File: src/rtl/product_acc_pkg.sv
// Shared types and sizing helpers for the product accumulator slice.
package product_acc_pkg;

    typedef enum logic [1:0] {
        IDLE,
        ACCUM,
        DONE
    } state_t;

    function automatic int count_width(input int max_terms);
        return $clog2(max_terms + 1);
    endfunction

    function automatic int acc_width(input int n, input int guard);
        return 2 * n + guard;
    endfunction

endpackage

File: src/rtl/product_acc_adder.sv
// Combinational extend-and-add of one product into the running accumulator,
// with overflow judged under the requested signedness.
module product_acc_adder
    import product_acc_pkg::*;
#(
    parameter int n = 8,
    parameter int guard = 8,
    localparam int W = acc_width(n, guard)
) (
    input  logic [W-1:0]   acc,
    input  logic [2*n-1:0] product,
    input  logic           is_signed,
    output logic [W-1:0]   sum,
    output logic           overflow
);

    logic [W-1:0] ext;
    logic [W:0]   full;

    // Signed overflow: like-signed operands producing an opposite-signed result.
    always_comb begin
        ext      = is_signed ? {{guard{product[2*n-1]}}, product} : {{guard{1'b0}}, product};
        full     = {1'b0, acc} + {1'b0, ext};
        sum      = full[W-1:0];
        overflow = is_signed ? ((acc[W-1] == ext[W-1]) && (sum[W-1] != acc[W-1])) : full[W];
    end

endmodule

File: src/rtl/product_accumulator.sv
// Accumulates a group of multiplier products into one sum and holds the
// finished result, with its flags, until the consumer accepts it.
module product_accumulator
    import product_acc_pkg::*;
#(
    parameter int n = 8,
    parameter int guard = 8,
    parameter int max_terms = 32,
    localparam int W = acc_width(n, guard),
    localparam int CW = count_width(max_terms)
) (
    input  logic           clk,
    input  logic           rst_n,
    input  logic           in_valid,
    output logic           in_ready,
    input  logic [2*n-1:0] in_product,
    input  logic           in_signed,
    input  logic           in_last,
    output logic           out_valid,
    input  logic           out_ready,
    output logic [W-1:0]   out_sum,
    output logic [CW-1:0]  out_count,
    output logic           out_overflow,
    output logic           out_mixed,
    output logic           out_truncated
);

    localparam logic [CW-1:0] MAX_COUNT = CW'(max_terms);

    state_t        state;
    state_t        state_next;
    logic [W-1:0]  acc;
    logic [CW-1:0] count;
    logic          grp_signed;
    logic          overflow;
    logic          mixed;
    logic          truncated;

    logic          accept;
    logic          start;
    logic          close;
    logic [CW-1:0] count_next;
    logic [W-1:0]  add_acc;
    logic          add_signed;
    logic [W-1:0]  add_sum;
    logic          add_ovf;

    product_acc_adder #(
        .n    (n),
        .guard(guard)
    ) u_adder (
        .acc      (add_acc),
        .product  (in_product),
        .is_signed(add_signed),
        .sum      (add_sum),
        .overflow (add_ovf)
    );

    always_ff @(posedge clk or negedge rst_n) begin
        if (!rst_n) begin
            state <= IDLE;
        end else begin
            state <= state_next;
        end
    end

    // A beat accepted outside ACCUM (IDLE, or DONE while the result drains)
    // opens a fresh group, so the adder sees a zero accumulator then.
    always_comb begin
        in_ready   = (state != DONE) || out_ready;
        out_valid  = (state == DONE);
        accept     = in_valid && in_ready;
        start      = (state != ACCUM);
        count_next = start ? CW'(1) : count + CW'(1);
        close      = in_last || (count_next == MAX_COUNT);
        add_acc    = start ? '0 : acc;
        add_signed = start ? in_signed : grp_signed;
        state_next = state;
        if (accept) begin
            state_next = close ? DONE : ACCUM;
        end else if ((state == DONE) && out_ready) begin
            state_next = IDLE;
        end
    end

    always_ff @(posedge clk or negedge rst_n) begin
        if (!rst_n) begin
            acc        <= '0;
            count      <= '0;
            grp_signed <= 1'b0;
            overflow   <= 1'b0;
            mixed      <= 1'b0;
            truncated  <= 1'b0;
        end else if (accept) begin
            acc       <= add_sum;
            count     <= count_next;
            truncated <= close && !in_last;
            if (start) begin
                grp_signed <= in_signed;
                overflow   <= add_ovf;
                mixed      <= 1'b0;
            end else begin
                overflow <= overflow | add_ovf;
                mixed    <= mixed | (in_signed != grp_signed);
            end
        end
    end

    assign out_sum       = acc;
    assign out_count     = count;
    assign out_overflow  = overflow;
    assign out_mixed     = mixed;
    assign out_truncated = truncated;

endmodule

File: config.mk
export PLATFORM = sky130hd
export DESIGN_NAME = product_accumulator
export DESIGN_NICKNAME = d
export VERILOG_FILES = /design/src/rtl/product_acc_pkg.sv /design/src/rtl/product_acc_adder.sv /design/src/rtl/product_accumulator.sv
export SDC_FILE = /design/constraint.sdc
export NUM_CORES = 1
export LEC_CHECK = 0
export BUFFER_PORTS_ARGS = -buffer_cell sky130_fd_sc_hd__buf_2
export CORE_MARGIN = 2
export CORE_UTILIZATION = 56
export CTS_CLUSTER_SIZE = 25
export DETAILED_ROUTE_END_ITERATION = 10
export PLACE_DENSITY = 0.8
export RECOVER_POWER = 50
export SYNTH_ARGS = -nofsm -noshare
export SYNTH_HDL_FRONTEND = slang
export SYNTH_SLANG_ARGS = --single-unit
File: constraint.sdc
create_clock -name clk -period 4.19 [get_ports clk]
set_input_delay 0.419 -clock clk [delete_from_list [all_inputs] [get_ports clk]]
set_output_delay 0.419 -clock clk [all_outputs]
set_load 0.03 [all_outputs]
==> out/qor.csv <==
metric,value,unit
cp.arrival,3690,ps
fin_util,66.5,%
ys_seq_elements,36,
synth.avg_cell_area,8.16,sq um
grt_use_met2,41.5,%
drt_first_pass_iters,4,
fp.dieArea,6020,sq um
layout-drive-gt1-share,15.1,%
dp_hpwl,5440,um
hold_ws,321,ps
drt_iter0_drc,170,
grtUsageMet3,3.26,%
ys.flop_type,dfrtp_1,
ctsHtreeMaxLevel,2,
maxCapViolCount,1,
fin_crit,3510,ps
io_buffers,56,
ys_types,59,
crit_fanout,15,
grt_max_degree,37,
seq_area,901,sq um
status,"finished, violations left",
grt_antenna_before_repair,0,
ios,57,
worstMarginPinSlew,1960,ps
holdPathStages,2,
path_class,flop to flop,
clock_latency,290,ps
grt_pass1_vias,2708,
post_cts_buffers,0,
slew_headroom,-30.8,%
fin_skew,10.7,ps
ff2ff_path_depth,12,
ir_drop,0.194,mV
p_per_area,405,nW/um^2
rsz0062_at_grt,no,
vias,2900,
grt_pass1_wl,12500,um
synth_cells,372,
crit_path_start_kind,flop,
period_share,83.7,%
met1_usage,34.9,%
start_util,58.7,%
cts_resized,0,
clock-sinks,36,
p_leak,1.57,nW
cts_root_buffer,clkbuf_8,
vias_per_cell,5.88,
wl,7280,um
core,5170,sq um
gr-total-overflow,0,
multiInputGateArea,2030,sq um
finalSetupViolCount,0,
path_clk_slew,80,ps
nets,467,
yosysWarnings,0,
ant_nets,0,
fp-row-count,26,
cts-buffers-inserted,5,
busiest_layer,met2,
die_w,77.6,um
max_freq,285,MHz
cts_tree,yes,
yosysSeqAreaShare,29.7,%
wl_per_cell,14.8,um
area_delta_synth_final,13.4,%
grt_usage,25.3,%
clockBufferDepth,2,
antenna-diode-count,0,
hold_class,input pin to flop,
syn_nets,417,
cts_hold_buf,0,
synth_edf_count,0,
required,4370,ps
regToRegSetupSlack,680,ps
synthArstFlopShare,100,%
finalSetupTns,0,ps
slew_viol_final,37,
syn-cell-area,3030,sq um
hold_violations,0,
violations,"max-capacitance violations, max-slew violations",
fillers,470,
drc,0,
gp_congestion,0.925,
crit_path_end_kind,flop,
die_h,77.6,um
==> registers in the layout, indices dropped and copies added, names as in the netlist <==
signal and cells:
out_mixed 1, out_overflow 1, out_sum 24, out_count 6
out_truncated 1, grp_signed 1, state 2
==> final cells by class <==
type	count	area share (%)
multi-input cells	312	59.0
flip-flops and latches	36	26.2
repair buffers	60	8.36
well taps	70	2.55
clock buffers	6	2.11
clock inverters	2	1.02
inverters	7	0.764
==> Yosys cell counts, drive strengths merged, types with 3 or more instances <==
cell type | instances | area [sq um]
a211oi | 5 | 52.6
a21o | 7 | 52.6
a21oi | 30 | 169
a22oi | 3 | 22.5
a31oi | 4 | 25.0
and2 | 23 | 144
and3 | 3 | 18.8
buf | 3 | 26.3
clkbuf | 14 | 52.6
dfrtp | 36 | 901
ha | 22 | 275
inv | 7 | 26.3
mux2i | 3 | 30.0
nand2 | 56 | 210
nand2b | 3 | 18.8
nand3 | 17 | 85.1
nor2 | 14 | 52.6
nor2b | 3 | 18.8
nor3 | 7 | 35.0
nor4b | 3 | 26.3
o211ai | 4 | 30.0
o21a | 6 | 46.3
o21ai | 39 | 195
o21bai | 3 | 22.5
o22ai | 3 | 25.0
o31ai | 5 | 37.5
xnor2 | 10 | 87.6
xor2 | 11 | 96.3
==> placed cells by master, fill, tap and decap left out, types with 2 or more instances in the layout <==
master / instances
a31oi_1: 4
ha_1: 22
or3_1: 2
o211ai_1: 4
a21oi_2: 2
nand4b_1: 2
xor2_1: 11
nor3_1: 7
o21a_1: 5
o21bai_1: 3
and2_1: 23
a211oi_1: 2
nor2b_1: 2
nand2_1: 56
o22ai_1: 2
o21ai_0: 36
o31ai_1: 5
mux2i_1: 3
a211oi_2: 3
xnor2_1: 10
clkbuf_1: 19
a21oi_1: 27
a21o_1: 7
buf_2: 38
nor4b_1: 3
nand3_1: 17
a22oi_1: 3
buf_4: 4
mux2_2: 2
nor2_1: 14
and3_1: 3
nand2b_1: 3
inv_1: 6
clkbuf_8: 5
nand4_1: 2
o21ai_1: 3
dfrtp_1: 36
and4_1: 2
==> per-stage QoR <==
step	area, sq um	instances	total power, mW	worst slack (ps)
3_3_place_gp	3360	485	1.08	834
2_1_floorplan	3030	372	0.928	946
6_report	3440	493	1.39	683
4_1_cts	3460	493	1.41	672
5_1_grt	3440	493	1.48	450
3_5_place_dp	3360	485	1.10	696
==> final timing paths <==
| check | endpoint | startpoint |
|---|---|---|
| max reg2reg | out_sum[21]$_DFFE_PN0P_ | state[0]$_DFFE_PN0P_ |
| max in group asynchronous | out_truncated$_DFFE_PN0P_ | rst_n |
| max | out_sum[21]$_DFFE_PN0P_ | state[0]$_DFFE_PN0P_ |
| min | out_truncated$_DFFE_PN0P_ | in_last |
| min in group asynchronous | out_sum[7]$_DFFE_PN0P_ | rst_n |
| min reg2reg | out_truncated$_DFFE_PN0P_ | out_truncated$_DFFE_PN0P_ |
==> critical path: stages, from the launching register on <==
cell	delay [ps]
dfrtp_1	450
nor2b_2	540
buf_4	250
and2_1	130
ha_1	280
a21o_1	200
a211oi_2	220
o22ai_1	130
or2_4	260
a21oi_4	150
mux2i_1	120
or3b_1	370
a221o_1	300
==> layer usage <==
metal | up-vias | part of all wire, %
met5 | - | 0
met4 | 0 | 1.2
met3 | 9 | 4.7
met2 | 94 | 47
met1 | 1346 | 47
li1 | 1451 | -
==> where the power goes <==
group	switching, mW	total [mW]	internal (mW)	leakage [nW]
Clock	0.132	0.309	0.177	0.0552
Combinational	0.394	0.594	0.200	1.06
Sequential	0.0714	0.490	0.419	0.455
==> logic make-up after synthesis <==
| kind of cell | synth area share [%] |
|---|---|
| multiplexers | 1.73 |
| buffers and inverters | 3.46 |
| flip-flops | 29.7 |
| adder cells (fa/ha/maj) | 9.73 |
| AND/OR/NAND/NOR | 23.8 |
| AO/OA/AOI/OAI | 25.5 |
| XOR/XNOR | 6.06 |
Power figures use the tool's default switching activity.
